**src/rtl/dec_ascii_uart_tx.sv**
```systemverilog
// Snapshots the 14 ASCII digits from the binary-to-decimal converter, optionally drops
// leading '0' characters, appends CR LF and sends the string as 8N1 UART frames.
module dec_ascii_uart_tx #(
  parameter int unsigned CLKS_PER_BIT          = 868,
  parameter bit          LEADING_ZERO_SUPPRESS = 1'b1
) (
  input  logic       clk,
  input  logic       reset,
  input  logic       start,
  input  logic [5:0] char14,
  input  logic [5:0] char13,
  input  logic [5:0] char12,
  input  logic [5:0] char11,
  input  logic [5:0] char10,
  input  logic [5:0] char9,
  input  logic [5:0] char8,
  input  logic [5:0] char7,
  input  logic [5:0] char6,
  input  logic [5:0] char5,
  input  logic [5:0] char4,
  input  logic [5:0] char3,
  input  logic [5:0] char2,
  input  logic [5:0] char1,
  output logic       tx,
  output logic       busy,
  output logic       done
);

  localparam int unsigned             BAUD_W     = (CLKS_PER_BIT > 1) ? $clog2(CLKS_PER_BIT) : 1;
  localparam logic [BAUD_W-1:0]       BAUD_LAST  = BAUD_W'(CLKS_PER_BIT - 1);
  localparam int unsigned             NUM_DIGITS = 14;
  localparam logic [3:0]              IDX_CR     = 4'd14;
  localparam logic [3:0]              IDX_LF     = 4'd15;
  localparam logic [5:0]              ASCII_ZERO = 6'd48;

  typedef enum logic [2:0] {
    S_IDLE,
    S_SCAN,
    S_START,
    S_DATA,
    S_STOP,
    S_DONE
  } state_t;

  state_t              r_state;
  logic [5:0]          r_chars [NUM_DIGITS];
  logic [3:0]          r_idx;
  logic [2:0]          r_bit;
  logic [BAUD_W-1:0]   r_baud;

  logic [3:0]          w_first;
  logic [7:0]          w_byte;
  logic                w_baud_end;

  // Slot 0 holds char14 (MSD); the lowest-numbered non-'0' slot is sent first, char1 always survives.
  always_comb begin
    w_first = LEADING_ZERO_SUPPRESS ? 4'(NUM_DIGITS - 1) : 4'd0;
    if (LEADING_ZERO_SUPPRESS) begin
      for (int i = NUM_DIGITS - 2; i >= 0; i--) begin
        if (r_chars[i] != ASCII_ZERO) begin
          w_first = 4'(i);
        end
      end
    end
  end

  always_comb begin
    w_byte = 8'h00;
    case (r_idx)
      IDX_CR:  w_byte = 8'h0D;
      IDX_LF:  w_byte = 8'h0A;
      default: w_byte = {2'b00, r_chars[r_idx]};
    endcase
  end

  assign w_baud_end = (r_baud == BAUD_LAST);

  // tx is produced from the current state, so the line lags the state by one cycle.
  always_ff @(posedge clk) begin
    if (reset) begin
      r_state <= S_IDLE;
      r_idx   <= 4'd0;
      r_bit   <= 3'd0;
      r_baud  <= '0;
      tx      <= 1'b1;
      busy    <= 1'b0;
      done    <= 1'b0;
      for (int i = 0; i < NUM_DIGITS; i++) begin
        r_chars[i] <= 6'd0;
      end
    end else begin
      done <= 1'b0;
      case (r_state)
        S_IDLE: begin
          tx <= 1'b1;
          if (start) begin
            r_chars[0]  <= char14;
            r_chars[1]  <= char13;
            r_chars[2]  <= char12;
            r_chars[3]  <= char11;
            r_chars[4]  <= char10;
            r_chars[5]  <= char9;
            r_chars[6]  <= char8;
            r_chars[7]  <= char7;
            r_chars[8]  <= char6;
            r_chars[9]  <= char5;
            r_chars[10] <= char4;
            r_chars[11] <= char3;
            r_chars[12] <= char2;
            r_chars[13] <= char1;
            busy        <= 1'b1;
            r_state     <= S_SCAN;
          end
        end

        S_SCAN: begin
          tx      <= 1'b1;
          r_idx   <= w_first;
          r_bit   <= 3'd0;
          r_baud  <= '0;
          r_state <= S_START;
        end

        S_START: begin
          tx <= 1'b0;
          if (w_baud_end) begin
            r_baud  <= '0;
            r_bit   <= 3'd0;
            r_state <= S_DATA;
          end else begin
            r_baud <= r_baud + 1'b1;
          end
        end

        S_DATA: begin
          tx <= w_byte[r_bit];
          if (w_baud_end) begin
            r_baud <= '0;
            if (r_bit == 3'd7) begin
              r_state <= S_STOP;
            end else begin
              r_bit <= r_bit + 1'b1;
            end
          end else begin
            r_baud <= r_baud + 1'b1;
          end
        end

        S_STOP: begin
          tx <= 1'b1;
          if (w_baud_end) begin
            r_baud <= '0;
            if (r_idx == IDX_LF) begin
              r_state <= S_DONE;
            end else begin
              r_idx   <= r_idx + 1'b1;
              r_state <= S_START;
            end
          end else begin
            r_baud <= r_baud + 1'b1;
          end
        end

        S_DONE: begin
          tx      <= 1'b1;
          done    <= 1'b1;
          busy    <= 1'b0;
          r_idx   <= 4'd0;
          r_state <= S_IDLE;
        end

        default: begin
          tx      <= 1'b1;
          busy    <= 1'b0;
          r_state <= S_IDLE;
        end
      endcase
    end
  end

endmodule

```
**config.mk**
```make
export PLATFORM = sky130hd
export DESIGN_NAME = dec_ascii_uart_tx
export DESIGN_NICKNAME = d
export VERILOG_FILES = /design/src/rtl/dec_ascii_uart_tx.sv
export SDC_FILE = /design/constraint.sdc
export NUM_CORES = 1
export LEC_CHECK = 0
export ABC_AREA = 1
export CAP_MARGIN = 20
export CORE_UTILIZATION = 45
export CTS_CLUSTER_SIZE = 25
export DETAILED_ROUTE_END_ITERATION = 8
export GPL_ROUTABILITY_DRIVEN = 0
export PLACE_DENSITY = 0.77
export SLEW_MARGIN = 20
export SYNTH_ARGS = -nofsm -noshare
export SYNTH_HDL_FRONTEND = slang
export SYNTH_SLANG_ARGS = --single-unit
```
**constraint.sdc**
```tcl
create_clock -name clk -period 3.5 [get_ports clk]
set_input_delay 0.525 -clock clk [delete_from_list [all_inputs] [get_ports clk]]
set_output_delay 0.525 -clock clk [all_outputs]
set_load 0.03 [all_outputs]
```
==> impl_metrics.ini <==
[run_status]
status = finished, final reports clean

[worst_setup_path]
crit_path_start_kind = flip-flop
ff2ff_setup_slack_ns = 1.27
crit_path_end_kind = flip-flop
max_stage_delay_ns = 0.91
critPathSlowestCell = dfxtp_1
r2r-end = tx
crit_type = flip-flop to flip-flop
crit_top_cell = nand2_1
critical_path_required_ns = 3.79
critical_path_arrival_ns = 2.52
rr_worst_depth = 14
cp_max_fo = 27
crit_chain = inv_4 > nor2_1 > o21ai_0 > nand2_1 > nand2_1 > nand2_1 > nand2_1 > nand3b_1 > a21oi_1 > nand2_1 > nand2_1 > nand2_1 > nand2_1 > nand2_1

[cells_and_area]
fin_area_sq_um = 7090
area_growth_pct = 22.2
multi_input_comb_area_sq_um = 2070
antenna_cells = 0
fillCellCount = 1132
fin_cells = 968
drive_above_1_share_pct = 5.28
final_common_cell = nor2_1
regArea_sq_um = 3060
fin_util_pct = 56.4
final_cell_mix = nor2_1, inv_1, nand2_1, clkdlybuf4s50_1, edfxtp_1
fin_nets = 883

[power_and_ir_drop]
irDropWorstVdd_uv = 306
p_comb_share_pct = 31.9
p_clk_share_pct = 21.9
p_leak_nw = 3.05
power_mw = 4.21
p_seq_share_pct = 46.1
sw_frac_of_total_pct = 35.6
p_int_mw = 2.71
p_switching_mw = 1.50
power.density_nw_per_um2 = 594

[clock_tree]
cts_root_buf = clkbuf_16
cts_made_buffers = 9
ctsHtreeMaxLevel = 3
cts_num_sinks = 111
post-cts-setup-buffer-count = 0
clk_pin_slew_ns = 0.07
postCtsHoldBufs = 0
worstSkewPairLatency_ns = 0.35
max-clock-path-buffers = 2
tritoncts = built
cts_resized = 0

[timing]
fin_hold_ws_ns = 0.486
worst_slack_ns = 1.27
period_share_pct = 63.7
hold_viol_final = 0
setup_viol = 0
finalCriticalPeriod_ns = 2.23
slew_viol_final = 0
rsz0062_at_grt = no
setup-tns-final_ns = 0
clock_skew_ns = 0.00614
worst_pin_slew_ns = 0.911
slew_headroom_pct = 39.2
timing.fmax_ghz = 0.448

[synthesis]
ys_warn_count = 0
syn-num-nets = 802
synth_xor_area_share_pct = 0
synth_area_sq_um = 5800
ys_seq_area_share_pct = 52.8
synth_top_area_share_pct = 43.5
yosys.area_share.simple_pct = 22.8
synth_area_per_cell_sq_um = 8.17
synthTopCellsByArea = edfxtp_1, nor2_1, dfxtp_1
synth_fa_ha_area_share_pct = 1.08
ys_seq_elements = 111
synthMuxAreaShare_pct = 0
synth_top_area_cell = edfxtp_1
synth_top_family_by_area = simple AND/OR/NAND/NOR gates
synth_compound_area_share_pct = 11.7
synthDistinctLibCells = 46
synth_cells = 710

[placement]
dpl.cell_count = 952
detailed_place_hpwl_mm = 8.75
dpl_cell_area_sq_um = 6820
pre_cts_ws_ns = 0.927
io_buffer_count = 89

[global_route]
grt_max_degree = 52
antenna_found_initial = 0
grt_pass1_vias = 4163
grt_overflow = 0
grt_usage_pct = 19.3
grt_pass1_wl_mm = 19.8

[route]
route.final.wire_length_mm = 12.1
drt_iter0_markers = 299
drc = 0
num_vias = 4672
vias_per_cell = 4.83
dr.pass1.iters = 5
wl_per_cell_um = 12.5
ant_nets = 0

[floorplanning]
die_y_um = 116
rows = 41
pin_count = 90
die-area_sq_um = 13300
die_w_um = 116
core_sq_um = 12600
start_util_pct = 46.2

[worst_hold_path]
min-delay-start = r_baud[9]
holdPathEnd = r_baud[9]
hp-class = flip-flop to flip-flop
hold_depth = 2

[run]
drv_cap = 0
## how the worst max path moves through the flow
stage                          start        endpoint  slack, ns  depth (start not counted)
after floorplan           r_state[1]   r_chars[0][0]       0.40                          5
after global placement         reset  r_chars[10][5]       0.97                          4
after detailed placement       reset  r_chars[11][0]       0.93                          4
after CTS                      reset  r_chars[11][1]       1.30                          4
after global routing       flip-flop              tx       0.88                         15
final                      flip-flop              tx       1.27                         14
## registers in the layout, summed over array words and instances (netlist names), named ones only
register,count
r_state,3
done,1
tx,1
busy,1
r_bit,3
r_baud,10
r_chars,84
r_idx,4
## synthesized netlist by cell type (all sizes together)
| cell | instances |
|---|---|
| nor2 | 161 |
| inv | 136 |
| nand2 | 110 |
| edfxtp | 84 |
| o21ai | 48 |
| a21oi | 33 |
| dfxtp | 27 |
| buf | 21 |
| nand3 | 16 |
| nor3 | 14 |
| o211ai | 14 |
| a211oi | 8 |
| ha | 5 |
| o22ai | 5 |
| or2 | 4 |
| clkbuf | 3 |
| nand4 | 3 |
| nor4 | 3 |
| and3 | 2 |
| clkinv | 2 |
| nand3b | 2 |
| nor3b | 2 |
| o31ai | 2 |
| a221oi | 1 |
| a32oi | 1 |
| o221a | 1 |
| o221ai | 1 |
| o311ai | 1 |
## layout make-up
| type | instances | area share [%] |
|---|---|---|
| well taps | 172 | 3.04 |
| inverters | 138 | 7.42 |
| clock buffers | 10 | 3.23 |
| flip-flops and latches | 111 | 43.2 |
| repair buffers | 94 | 13.3 |
| clock inverters | 6 | 0.530 |
| multi-input cells | 437 | 29.3 |
## power groups by stage
stage	clock network, mW	registers, mW	logic, mW
3_5_place_dp	0	1.96	1.32
6_report	0.923	1.94	1.34
3_3_place_gp	0	1.96	1.30
4_1_cts	0.939	1.94	1.34
5_1_grt	0.990	1.97	1.51
2_1_floorplan	0	1.90	1.03
## routing by layer
layer	global-route usage [%]	wire [um]	share of wire [%]	vias up
li1	-	-	-	2439
met1	26.0	5630	47	2094
met2	31.7	5700	47	124
met3	3.56	581	4.8	15
met4	6.15	176	1.5	0
met5	0	0	0	-
## worst max-delay path: cells and delay by family, from the launching register on
| kind | cells | cell delay [ns] |
|---|---|---|
| flip-flops | 1 | 0.91 |
| buffers and inverters | 1 | 0.22 |
| AND/OR/NAND/NOR | 11 | 0.85 |
| AO/OA/AOI/OAI | 2 | 0.16 |
## kinds of logic after synthesis
family,Yosys count
buf+inv,162
simple gates,317
flops,111
fa+ha+maj,5
compound gates,115
(Power assumes the default switching activity.)
